**config.mk**
```make
export PLATFORM = sky130hd
export DESIGN_NAME = lsu_ctrl
export DESIGN_NICKNAME = d
export VERILOG_FILES = /design/src/rtl/lsu_pkg.sv /design/src/rtl/lsu_load_extend.sv /design/src/rtl/lsu_ctrl.sv
export SDC_FILE = /design/constraint.sdc
export NUM_CORES = 1
export LEC_CHECK = 0
export CORE_MARGIN = 2
export CORE_UTILIZATION = 34
export DETAILED_ROUTE_END_ITERATION = 7
export PLACE_DENSITY = 0.75
export SYNTH_ARGS = -nofsm -noshare
export SYNTH_HDL_FRONTEND = slang
export SYNTH_SLANG_ARGS = --single-unit
```
**constraint.sdc**
```tcl
create_clock -name clk -period 1.5 [get_ports clk]
set_input_delay 0.3 -clock clk [delete_from_list [all_inputs] [get_ports clk]]
set_output_delay 0.3 -clock clk [all_outputs]
set_load 0.01 [all_outputs]
```
**src/rtl/lsu_pkg.sv**
```systemverilog
// Shared definitions for the load/store unit: FSM state encoding, access-size
// strobes, default memory timeout, and the request legality check used when
// a request is accepted.
package lsu_pkg;

  typedef enum logic [1:0] {
    IDLE   = 2'd0,
    ACCESS = 2'd1,
    DONE   = 2'd2,
    ERR    = 2'd3
  } lsu_state_t;

  // Right-aligned strobe patterns coming from the decoder
  localparam logic [3:0] BE_BYTE = 4'b0001;
  localparam logic [3:0] BE_HALF = 4'b0011;
  localparam logic [3:0] BE_WORD = 4'b1111;

  localparam int TIMEOUT_DEFAULT = 15;

  // A request is legal when the size is one of the three encodings and the
  // address is naturally aligned for that size.
  function automatic logic req_legal(input logic [3:0] be, input logic [1:0] off);
    logic ok;
    case (be)
      BE_BYTE: ok = 1'b1;
      BE_HALF: ok = ~off[0];
      BE_WORD: ok = (off == 2'b00);
      default: ok = 1'b0;
    endcase
    return ok;
  endfunction

endpackage

```
**src/rtl/lsu_load_extend.sv**
```systemverilog
// Load data alignment and sign/zero extension of a memory read word.
// Latency: purely combinational. Backpressure: none, no handshake.
// Ports: rdata (read word), offset (addr[1:0]), byte_en (size), sign_ext -> data.
module load_extend
  import lsu_pkg::*;
(
  input  logic [31:0] rdata,
  input  logic [1:0]  offset,
  input  logic [3:0]  byte_en,
  input  logic        sign_ext,
  output logic [31:0] data
);

  logic [31:0] shifted;

  assign shifted = rdata >> {offset, 3'b000};

  always_comb begin
    data = shifted;
    case (byte_en)
      BE_BYTE: data = {{24{sign_ext & shifted[7]}}, shifted[7:0]};
      BE_HALF: data = {{16{sign_ext & shifted[15]}}, shifted[15:0]};
      default: data = shifted;
    endcase
  end

endmodule

```
**src/rtl/lsu_ctrl.sv**
```systemverilog
// Load/store controller: accepts one execute-stage request, drives a single
//   word-aligned memory access, returns aligned/extended load data.
// Latency: accept N, mem_req N+1.., ready at N+1 gives rd_valid at N+2.
// Backpressure: stall held while a request is pending, in flight, or faulting;
//   memory stretches ACCESS via mem_ready_i up to TIMEOUT_CYC cycles.
// Ports: execute request (req_valid_i, mem_wr_en_i, byte_en_i, signed_i,
//   addr_i, wr_data_i); memory (mem_req_o, mem_we_o, mem_addr_o, mem_wstrb_o,
//   mem_wdata_o, mem_ready_i, mem_rdata_i); pipeline (stall_o, rd_data_o,
//   rd_valid_o, err_o).
module lsu_ctrl
  import lsu_pkg::*;
#(
  parameter int TIMEOUT_CYC = TIMEOUT_DEFAULT
) (
  input  logic        clk,
  input  logic        rst_n,
  input  logic        req_valid_i,
  input  logic        mem_wr_en_i,
  input  logic [3:0]  byte_en_i,
  input  logic        signed_i,
  input  logic [31:0] addr_i,
  input  logic [31:0] wr_data_i,
  output logic        mem_req_o,
  output logic        mem_we_o,
  output logic [31:0] mem_addr_o,
  output logic [3:0]  mem_wstrb_o,
  output logic [31:0] mem_wdata_o,
  input  logic        mem_ready_i,
  input  logic [31:0] mem_rdata_i,
  output logic        stall_o,
  output logic [31:0] rd_data_o,
  output logic        rd_valid_o,
  output logic        err_o
);

  localparam int CNT_W = $clog2(TIMEOUT_CYC + 1);
  localparam logic [CNT_W-1:0] CNT_LAST = CNT_W'(TIMEOUT_CYC - 1);

  lsu_state_t       state_q, state_d;
  logic [CNT_W-1:0] cnt_q, cnt_d;

  logic [31:0] addr_q;
  logic [31:0] wdata_q;
  logic [3:0]  be_q;
  logic        sign_q;
  logic        we_q;
  logic [31:0] rd_data_q;

  logic        accept;
  logic        capture;
  logic [31:0] ext_data;

  load_extend u_load_extend (
    .rdata    (mem_rdata_i),
    .offset   (addr_q[1:0]),
    .byte_en  (be_q),
    .sign_ext (sign_q),
    .data     (ext_data)
  );

  // Next-state and per-state outputs
  always_comb begin
    state_d     = state_q;
    cnt_d       = cnt_q;
    accept      = 1'b0;
    capture     = 1'b0;
    mem_req_o   = 1'b0;
    mem_we_o    = 1'b0;
    mem_addr_o  = 32'h0;
    mem_wstrb_o = 4'h0;
    mem_wdata_o = 32'h0;
    stall_o     = 1'b0;
    rd_valid_o  = 1'b0;
    err_o       = 1'b0;

    case (state_q)
      IDLE: begin
        cnt_d = '0;
        // Gated by rst_n so the stall also drops while reset is held with a
        // request still presented by the execute stage.
        stall_o = req_valid_i & rst_n;
        if (req_valid_i) begin
          if (req_legal(byte_en_i, addr_i[1:0])) begin
            accept  = 1'b1;
            state_d = ACCESS;
          end else begin
            state_d = ERR;
          end
        end
      end

      ACCESS: begin
        stall_o     = 1'b1;
        mem_req_o   = 1'b1;
        mem_we_o    = we_q;
        mem_addr_o  = {addr_q[31:2], 2'b00};
        mem_wstrb_o = we_q ? (be_q << addr_q[1:0]) : 4'h0;
        mem_wdata_o = wdata_q << {addr_q[1:0], 3'b000};
        if (mem_ready_i) begin
          capture = ~we_q;
          cnt_d   = '0;
          state_d = DONE;
        end else if (cnt_q == CNT_LAST) begin
          // This was the last permitted ACCESS cycle; give up on the memory.
          cnt_d   = '0;
          state_d = ERR;
        end else begin
          cnt_d = cnt_q + 1'b1;
        end
      end

      DONE: begin
        rd_valid_o = ~we_q;
        state_d    = IDLE;
      end

      ERR: begin
        stall_o = 1'b1;
        err_o   = 1'b1;
        state_d = IDLE;
      end

      default: state_d = IDLE;
    endcase
  end

  always_ff @(posedge clk or negedge rst_n) begin
    if (!rst_n) begin
      state_q <= IDLE;
      cnt_q   <= '0;
    end else begin
      state_q <= state_d;
      cnt_q   <= cnt_d;
    end
  end

  // Request fields are frozen at accept so memory sees stable values for the
  // whole ACCESS phase regardless of what the execute stage does.
  always_ff @(posedge clk or negedge rst_n) begin
    if (!rst_n) begin
      addr_q  <= 32'h0;
      wdata_q <= 32'h0;
      be_q    <= 4'h0;
      sign_q  <= 1'b0;
      we_q    <= 1'b0;
    end else if (accept) begin
      addr_q  <= addr_i;
      wdata_q <= wr_data_i;
      be_q    <= byte_en_i;
      sign_q  <= signed_i;
      we_q    <= mem_wr_en_i;
    end
  end

  // Load result register: only a completing load updates it, so stores and
  // faults leave the previous load value visible.
  always_ff @(posedge clk or negedge rst_n) begin
    if (!rst_n) begin
      rd_data_q <= 32'h0;
    end else if (capture) begin
      rd_data_q <= ext_data;
    end
  end

  assign rd_data_o = rd_data_q;

endmodule

```
==> flow_summary.toml, run 1 <==
[status]
status = "finished, violations left"
violations = "setup timing"

[logic_synthesis]
ys_warn_count = 0
synth_cell_type_count = 47
synthTopCellsByArea = "dfrtp_1 48%, mux2_2 14%, mux2i_1 4.8%"
syn_avg_cell_area_sq_um = 11.2
synth.top_cell.area_share_pct = 47.8
synthArstFlopShare_pct = 100
ys_seq_elements = 108
synth_most_common_cell = "dfrtp_1"
synth_top_cell_by_area = "dfrtp_1"
ys.flop_type = "dfrtp_1"
synth_edf_count = 0
synth_common_cells = "108 x dfrtp_1, 72 x mux2_2, 48 x nor2_1"
ys_seq_area_share_pct = 47.8
postSynthCellCount = 504
synth_area_sq_mm = 0.00566

[sta]
fin_skew_ns = 0.0116
worst_pin_slew_ns = 0.848
fin_crit_ns = 2.09
slew_headroom_pct = 43.5
post-route-period-util_pct = 140
rsz0062_at_grt = "true"
max_freq_ghz = 0.477
final-setup-viol-count = 173
hold_viol = 0
whs_ns = 0.153
drv_slew = 0
worst_slack_ns = -0.595

[min_path]
hp-class = "in -> async"

[worst_setup_path]
critical_path.startpoint = "addr_q[0]"
crit_path_end_kind = "primary output"
r2r_start = "addr_q[0]"
critPathKind = "reg -> out"
cp.required_ns = 1.20
start_kind = "register"
cp.arrival_ns = 1.79
critical_path.max_fanout = 9

[clocking]
root_buffer = "clkbuf_16"
insertion_delay_ns = 0.35
clk_pin_slew_ns = 0.08
cts_sinks = 108
cts_inserted_buffers = 9
clk_path_buf_depth = 2
cts_hold_buffers = 0
cts_tree = "yes"
h-tree-depth = 3

[grt]
grt-ovfl-total = 0
grt_pass1_wl_um = 30700
grt_max_degree = 66
grt_usage_pct = 22.1
grt_pass1_vias = 5687
antenna_found_initial = 0

[route]
ant_nets = 0
vias_per_cell = 5.09
dr.pass1.iters = 4
wl_per_cell_um = 19.1
vias = 5256
drc = 0
drt_iter0_drc = 241
wl_um = 19700

[final_layout]
num-fill-cells = 1303
syn_to_final_growth_pct = 74.6
num_antenna_cells = 0
final_nets = 915
fin_cells = 1032
drive_gt1_share_pct = 47.7

[placed_design]
routabilityCongestion = 0.869
port_buffers = 208
dp.cells = 967
hpwl_um = 13100

[floorplan]
dieWidth_um = 133
start_util_pct = 34.5
ios = 211
die_h_um = 133
die_area_sq_mm = 0.0177
rows = 47
fp.coreArea_sq_mm = 0.0164

[job]
drv_cap = 0

[power_and_ir_drop]
p_leak_nw = 4.45
powerDensity_mw_per_mm2 = 1990
ir_drop_mv = 1.00
==> final timing paths <==
path / endpoint / slack (ns) / cells past startpoint
min reg2reg: rd_data_o[15] / 0.50 / 1
max in group asynchronous: addr_q[0] / 0.60 / 3
min in group clk: rd_data_o[15] / 0.50 / 1
max reg2reg: rd_data_o[19] / -0.55 / 8
min: wdata_q[21] / 0.15 / 3
max: mem_wdata_o[24] / -0.59 / 5
==> flip-flops by register name, summed over array words and instances (netlist names) <==
name and cells:
addr_q 32, be_q 4, cnt_q 4, rd_data_o 32, sign_q 1, state_q 2
wdata_q 32, we_q 1
==> logic make-up (layout without fill, tap and decap cells) <==
family | after synthesis | count (layout) | synth area share (%)
compound gates | 95 | 95 | 11.4
fa+ha+maj | 2 | 2 | 0.442
buf+inv | 45 | 352 | 4.18
flops | 108 | 108 | 47.8
mux | 113 | 113 | 22.4
other cells | 1 | 2 | 0.0663
simple gates | 140 | 140 | 13.7
==> worst max-delay path, cell delays in order (launching register included) <==
cell	delay (ns)
dfrtp_4	0.49
buf_12	0.17
clkbuf_16	0.17
mux2i_4	0.19
a211oi_2	0.25
buf_2	0.17
==> final cells by class <==
type,instances,area (sq um),area share (%)
Timing Repair Buffer,331,3360,34.1
Multi-Input combinational cell,352,3190,32.3
Sequential cell,108,2710,27.4
Tap cell,220,275,2.79
Clock buffer,13,260,2.63
Clock inverter,3,46.3,0.469
Inverter,5,31.3,0.317
==> where the power goes <==
group | switching (W) | internal [W] | leakage, nW | total (W)
combinational | 0.00505 | 0.00680 | 2.99 | 0.0118
sequential | 0.00105 | 0.00432 | 1.31 | 0.00536
clock | 0.00107 | 0.00139 | 0.146 | 0.00246
==> metrics by stage <==
stage / setup TNS [ns] / setup slack (ns) / utilization (%) / cell area (sq um) / power (W)
detailed placement: -82.50 / -0.584 / 52.2 / 8560 / 0.0147
floorplan: -2.43 / -0.0905 / - / 5810 / 0.0102
finish: -63.84 / -0.595 / 60.2 / 9880 / 0.0197
global placement: -81.34 / -0.601 / 52.2 / 8560 / 0.0144
CTS: -67.54 / -0.544 / 58.9 / 9670 / 0.0192
global route: -72.96 / -0.616 / 60.2 / 9880 / 0.0208
==> cell usage in the layout (no fill, tap or decap), types with 18 or more instances in the layout <==
cell type        synthesis  routed
buf_2                   19      33
and2_4                   0      32
buf_6                    3      64
mux2_4                   5      18
nor2_1                  48      41
clkdlybuf4s50_1          0     104
dfrtp_1                108     105
a21oi_1                 31      31
buf_4                    5      69
mux2_2                  72      67
dlygate4sd2_1            0      32
==> routing by layer <==
metal | track usage, % | vias to the layer above | wire (um)
met3 | 5.52 | 48 | 1460
met5 | 0 | - | 0
met4 | 9.26 | 0 | 671
met2 | 39.6 | 236 | 10000
li1 | - | 2393 | -
met1 | 24.9 | 2579 | 7490
==> what timing repair did <==
item                       4_1_cts  5_1_grt
buffers inserted                30       12
pin swaps                       35       25
setup endpoints to repair      205      177
cloned                          11        2
gates resized for setup        463       47
Note: power is estimated with default switching activity, not from simulation.
==> run 2: changes to the inputs <==
--- a/config.mk
+++ b/config.mk
@@ -8,6 +8,7 @@
 export CORE_MARGIN = 2
 export CORE_UTILIZATION = 34
 export DETAILED_ROUTE_END_ITERATION = 7
+export GPL_ROUTABILITY_DRIVEN = 0
 export PLACE_DENSITY = 0.75
 export SYNTH_ARGS = -nofsm -noshare
 export SYNTH_HDL_FRONTEND = slang
==> constraint.sdc (replaced) <==
create_clock -name clk -period 1.8 [get_ports clk]
set_input_delay 0.36 -clock clk [delete_from_list [all_inputs] [get_ports clk]]
set_output_delay 0.36 -clock clk [all_outputs]
set_load 0.01 [all_outputs]
==> flow_summary.toml, run 2 (synthesis results as in run 1) <==
[power_and_ir_drop]
p_leak_nw = 4.29
ir_drop_mv = 0.969
p_sw_w = 0.00637
p_seq_share_pct = 26.6
combPwrFrac_pct = 61.3
clkPwrFrac_pct = 12.0
p_int_w = 0.0107
powerDensity_mw_per_mm2 = 1730
total_power_w = 0.0170
p_sw_share_pct = 37.3

[grt]
use_met1_pct = 25.1
grt_pass1_wl_um = 29900
grt_use_met2_pct = 37.9
met3_usage_pct = 4.75
grt_pass1_vias = 5577
antenna_found_initial = 0
top_usage_layer = "met2"
grt_max_degree = 109
grt_usage_pct = 21.4
grt-ovfl-total = 0

[final_layout]
fin_area_sq_mm = 0.00985
layout_commonest_cell = "clkdlybuf4s50_1"
seq_area_sq_mm = 0.00271
final_cell_mix = "136 x clkdlybuf4s50_1, 106 x dfrtp_1, 69 x mux2_2, 66 x buf_6, 53 x buf_4"
drive_gt1_share_pct = 48.5
utilization_pct = 60.0
num-fill-cells = 1262
fin_cells = 1020
syn_to_final_growth_pct = 74.1
multi_input_area_sq_mm = 0.00328
final_nets = 903
num_antenna_cells = 0

[sta]
fin_skew_ns = 0.00837
hold_viol = 0
drv_slew = 0
slew_headroom_pct = 60.6
post-route-period-util_pct = 120
max_freq_ghz = 0.462
worst_pin_slew_ns = 0.591
fin_crit_ns = 2.17
rsz0062_at_grt = "true"
worst_slack_ns = -0.366
final-setup-viol-count = 85

[route]
wl_per_cell_um = 19.3
vias_per_cell = 5.10
drt_iter0_drc = 183
wl_um = 19700
drc = 0
vias = 5198
dr.pass1.iters = 5
ant_nets = 0

[clocking]
cts_sinks = 108
cts_inserted_buffers = 9
h-tree-depth = 3
root_buffer = "clkbuf_16"
cts_tree = "yes"
insertion_delay_ns = 0.35
clk_path_buf_depth = 2
clk_pin_slew_ns = 0.08

[worst_setup_path]
cp.required_ns = 1.44
critical_path.max_fanout = 6
crit_path_end_kind = "primary output"
start_kind = "register"
r2r_start = "addr_q[0]"
critical_path.startpoint = "addr_q[0]"
cp.arrival_ns = 1.81
critPathKind = "reg -> out"

[floorplan]
ios = 211
dieWidth_um = 133
rows = 47
fp.coreArea_sq_mm = 0.0164
die_area_sq_mm = 0.0177
start_util_pct = 34.5
die_h_um = 133

[placed_design]
pre_cts_ws_ns = -0.361
port_buffers = 208
place_area_sq_mm = 0.00836
hpwl_um = 12800
dp.cells = 955

[status]
violations = "setup timing"
status = "finished, violations left"

[job]
drv_cap = 0

[min_path]
hp-class = "in -> async"
==> run 2: cell types whose count changed in the layout (fill, tap and decap cells not counted), moves of 8 or more <==
cell,delta
clkdlybuf4s50_1,+32
dlygate4sd2_1,-31
buf_4,-16
a21oi_1,-14
a21oi_2,+14
mux2_4,-10
mux2_1,+8
==> run 2: power groups by stage <==
stage / Clock, W / Sequential, W / Combinational, W
4_1_cts: 0.00210 / 0.00447 / 0.00947
2_1_floorplan: 0 / 0.00434 / 0.00389
5_1_grt: 0.00219 / 0.00466 / 0.0111
6_report: 0.00205 / 0.00454 / 0.0105
3_3_place_gp: 0 / 0.00439 / 0.00741
3_5_place_dp: 0 / 0.00446 / 0.00755
==> run 2: stage by stage <==
step	hold slack [ns]	setup TNS (ns)
floorplan	0.0644	0
global placement	0.478	-38.64
detailed placement	0.487	-41.87
CTS	0.133	-19.41
global route	0.150	-23.54
finish	0.0910	-18.72
==> run 2: worst paths after layout <==
path | slack (ns) | cells past startpoint | endpoint
max reg2reg | -0.33 | 9 | rd_data_o[18]
min reg2reg | 0.49 | 1 | rd_data_o[15]
max | -0.37 | 7 | mem_wdata_o[17]
min in group clk | 0.49 | 1 | rd_data_o[15]
min | 0.09 | 2 | addr_q[14]
max in group asynchronous | 1.24 | 2 | rd_data_o[24]
==> run 2: critical path, stage by stage, from the launching register on <==
cell	delay (ns)
dfrtp_4	0.52
buf_12	0.15
buf_16	0.13
mux2i_1	0.22
nor2_1	0.09
a21oi_1	0.14
nor2_1	0.07
buf_2	0.14
==> run 2: final cells by class <==
class / instances / share of cell area, %
well taps: 220 / 2.79
inverters: 5 / 0.267
clock inverters: 6 / 0.711
multi-input cells: 352 / 33.3
repair buffers: 319 / 33.1
flip-flops and latches: 108 / 27.5
clock buffers: 10 / 2.32
==> run 2: timing repair <==
item	4_1_cts	5_1_grt
endpoints found under the setup margin	98	146
hold buffers	0	0
pin swaps	44	48
resized for setup	430	91
cloned	6	3
buffers inserted	33	10
==> run 2: routing by layer <==
layer | vias up | wire, um
met5 | - | 0
met4 | 0 | 685
met3 | 55 | 1190
met2 | 223 | 10100
met1 | 2548 | 7780
li1 | 2372 | -
==> run 3: changes to the inputs <==
--- a/config.mk
+++ b/config.mk
@@ -10,6 +10,7 @@
 export DETAILED_ROUTE_END_ITERATION = 7
 export GPL_ROUTABILITY_DRIVEN = 0
 export PLACE_DENSITY = 0.75
+export RECOVER_POWER = 100
 export SYNTH_ARGS = -nofsm -noshare
 export SYNTH_HDL_FRONTEND = slang
 export SYNTH_SLANG_ARGS = --single-unit
==> flow_summary.toml, run 3 (synthesis results as in run 1) <==
[clocking]
insertion_delay_ns = 0.35
cts_tree = "yes"
cts_sinks = 108
root_buffer = "clkbuf_16"
cts_inserted_buffers = 9
clk_path_buf_depth = 2
h-tree-depth = 3
clk_pin_slew_ns = 0.07

[sta]
final-setup-viol-count = 164
max_freq_ghz = 0.460
fin_skew_ns = 0.00777
fin_crit_ns = 2.17
worst_pin_slew_ns = 1.49
post-route-period-util_pct = 121
whs_ns = 0.487
drv_slew = 0
worst_slack_ns = -0.372
slew_headroom_pct = 0.616
rsz0062_at_grt = "true"
hold_viol = 0

[min_path]
hold_end = "rd_data_o[15]"
hold_start = "rd_data_o[15]"
hp-class = "reg -> reg"
hold_depth = 1

[final_layout]
fin_area_sq_mm = 0.00982
final_nets = 903
utilization_pct = 59.8
final_cell_mix = "106 x dfrtp_1, 104 x clkdlybuf4s50_1, 69 x mux2_2, 65 x buf_6, 50 x buf_4"
layout_commonest_cell = "dfrtp_1"
drive_gt1_share_pct = 48.1
num_antenna_cells = 0
num-fill-cells = 1272
syn_to_final_growth_pct = 73.5

[floorplan]
die_area_sq_mm = 0.0177
rows = 47
fp.coreArea_sq_mm = 0.0164
start_util_pct = 34.5
ios = 211
die_h_um = 133
dieWidth_um = 133

[worst_setup_path]
r2r_slack_ns = -0.33
crit_path_end_kind = "primary output"
r2r_start = "addr_q[0]"
cp.required_ns = 1.44
cp_top_family = "flip-flops"
start_kind = "register"
crit_top_cell = "nor2_1"
cpPeakStageDelay_ns = 0.52
r2r_cells = 9
worst-path-buf-inv = 3
critical_path.max_fanout = 6
critPathKind = "reg -> out"
path_cells = "buf_12 > buf_16 > mux2i_1 > nor2_1 > a21oi_1 > nor2_1 > buf_2"
rr_endpoint = "rd_data_o[21]"
critPathSlowestCell = "dfrtp_4"
cp.arrival_ns = 1.81

[status]
status = "finished, violations left"
violations = "setup timing"

[power_and_ir_drop]
clkPwrFrac_pct = 12.2
p_int_w = 0.0105
combPwrFrac_pct = 61.0
ir_drop_mv = 0.967
p_sw_share_pct = 37.6
powerDensity_mw_per_mm2 = 1720
p_sw_w = 0.00633
p_seq_share_pct = 26.8
p_leak_nw = 4.28
total_power_w = 0.0168

[placed_design]
place_area_sq_mm = 0.00836
hpwl_um = 12800
port_buffers = 208

[route]
wl_um = 19700
wl_per_cell_um = 19.3
dr.pass1.iters = 4
drc = 0
vias_per_cell = 5.04
vias = 5137
drt_iter0_drc = 189
ant_nets = 0

[job]
drv_cap = 0

[grt]
grt_max_degree = 109
grt-ovfl-total = 0
grt_usage_pct = 21.4
grt_pass1_wl_um = 29900
grt_pass1_vias = 5577
antenna_found_initial = 0
## run 3: cell type report
cell class | instances | area, sq um | area share, %
clock buffers | 10 | 229 | 2.33
clock inverters | 6 | 70.1 | 0.714
inverters | 5 | 21.3 | 0.217
multi-input cells | 352 | 3280 | 33.4
flip-flops and latches | 108 | 2710 | 27.6
well taps | 220 | 275 | 2.80
repair buffers | 319 | 3230 | 32.9
## run 3: power by group through the flow
stage	registers, W	logic [W]	clock network (W)
after detailed placement	0.00446	0.00755	0
after floorplan	0.00434	0.00389	0
after global placement	0.00439	0.00741	0
after CTS	0.00447	0.00947	0.00210
final	0.00452	0.0103	0.00206
after global routing	0.00464	0.0109	0.00219
## run 3: metal layers
metal / wire [um] / share of wire, % / global-route usage [%]
met2: 10100 / 51 / 37.9
met3: 1130 / 5.8 / 4.75
met1: 7830 / 40 / 25.1
met4: 655 / 3.3 / 9.08
met5: 0 / 0 / 0
## run 3: repair_timing
action / CTS / global route
gates cloned: 6 / 3
hold buffers: 0 / 0
resized for setup: 430 / 91
endpoints found under the setup margin: 98 / 146
setup buffers: 33 / 10
pin swaps: 44 / 48
## run 3: worst max-delay path by stage
| stage | slack (ns) | cells past startpoint | start | end |
|---|---|---|---|---|
| 2_1_floorplan | 0.03 | 5 | addr_q[0] | mem_wstrb_o[3] |
| 3_3_place_gp | -0.35 | 6 | addr_i[1] | addr_q[0] |
| 3_5_place_dp | -0.36 | 6 | addr_i[1] | wdata_q[21] |
| 4_1_cts | -0.37 | 7 | addr_q[0] | mem_wdata_o[25] |
| 5_1_grt | -0.44 | 7 | addr_q[0] | mem_wdata_o[17] |
| 6_report | -0.37 | 7 | addr_q[0] | mem_wdata_o[17] |
## run 3: per-stage QoR
step / TNS (ns) / instances / worst slack [ns]
6_report: -27.78 / 1020 / -0.372
5_1_grt: -40.57 / 1020 / -0.439
4_1_cts: -19.41 / 1010 / -0.372
3_5_place_dp: -41.87 / 955 / -0.361
3_3_place_gp: -38.64 / 955 / -0.347
2_1_floorplan: 0 / 505 / 0.0253
## run 3: worst reg2reg max path, delay by kind of cell, from the launching register on
kind / cells / cell delay (ns)
muxes: 1 / 0.34
buffers and inverters: 5 / 0.69
DFF: 1 / 0.52
AOI/OAI and AO/OA: 3 / 0.47
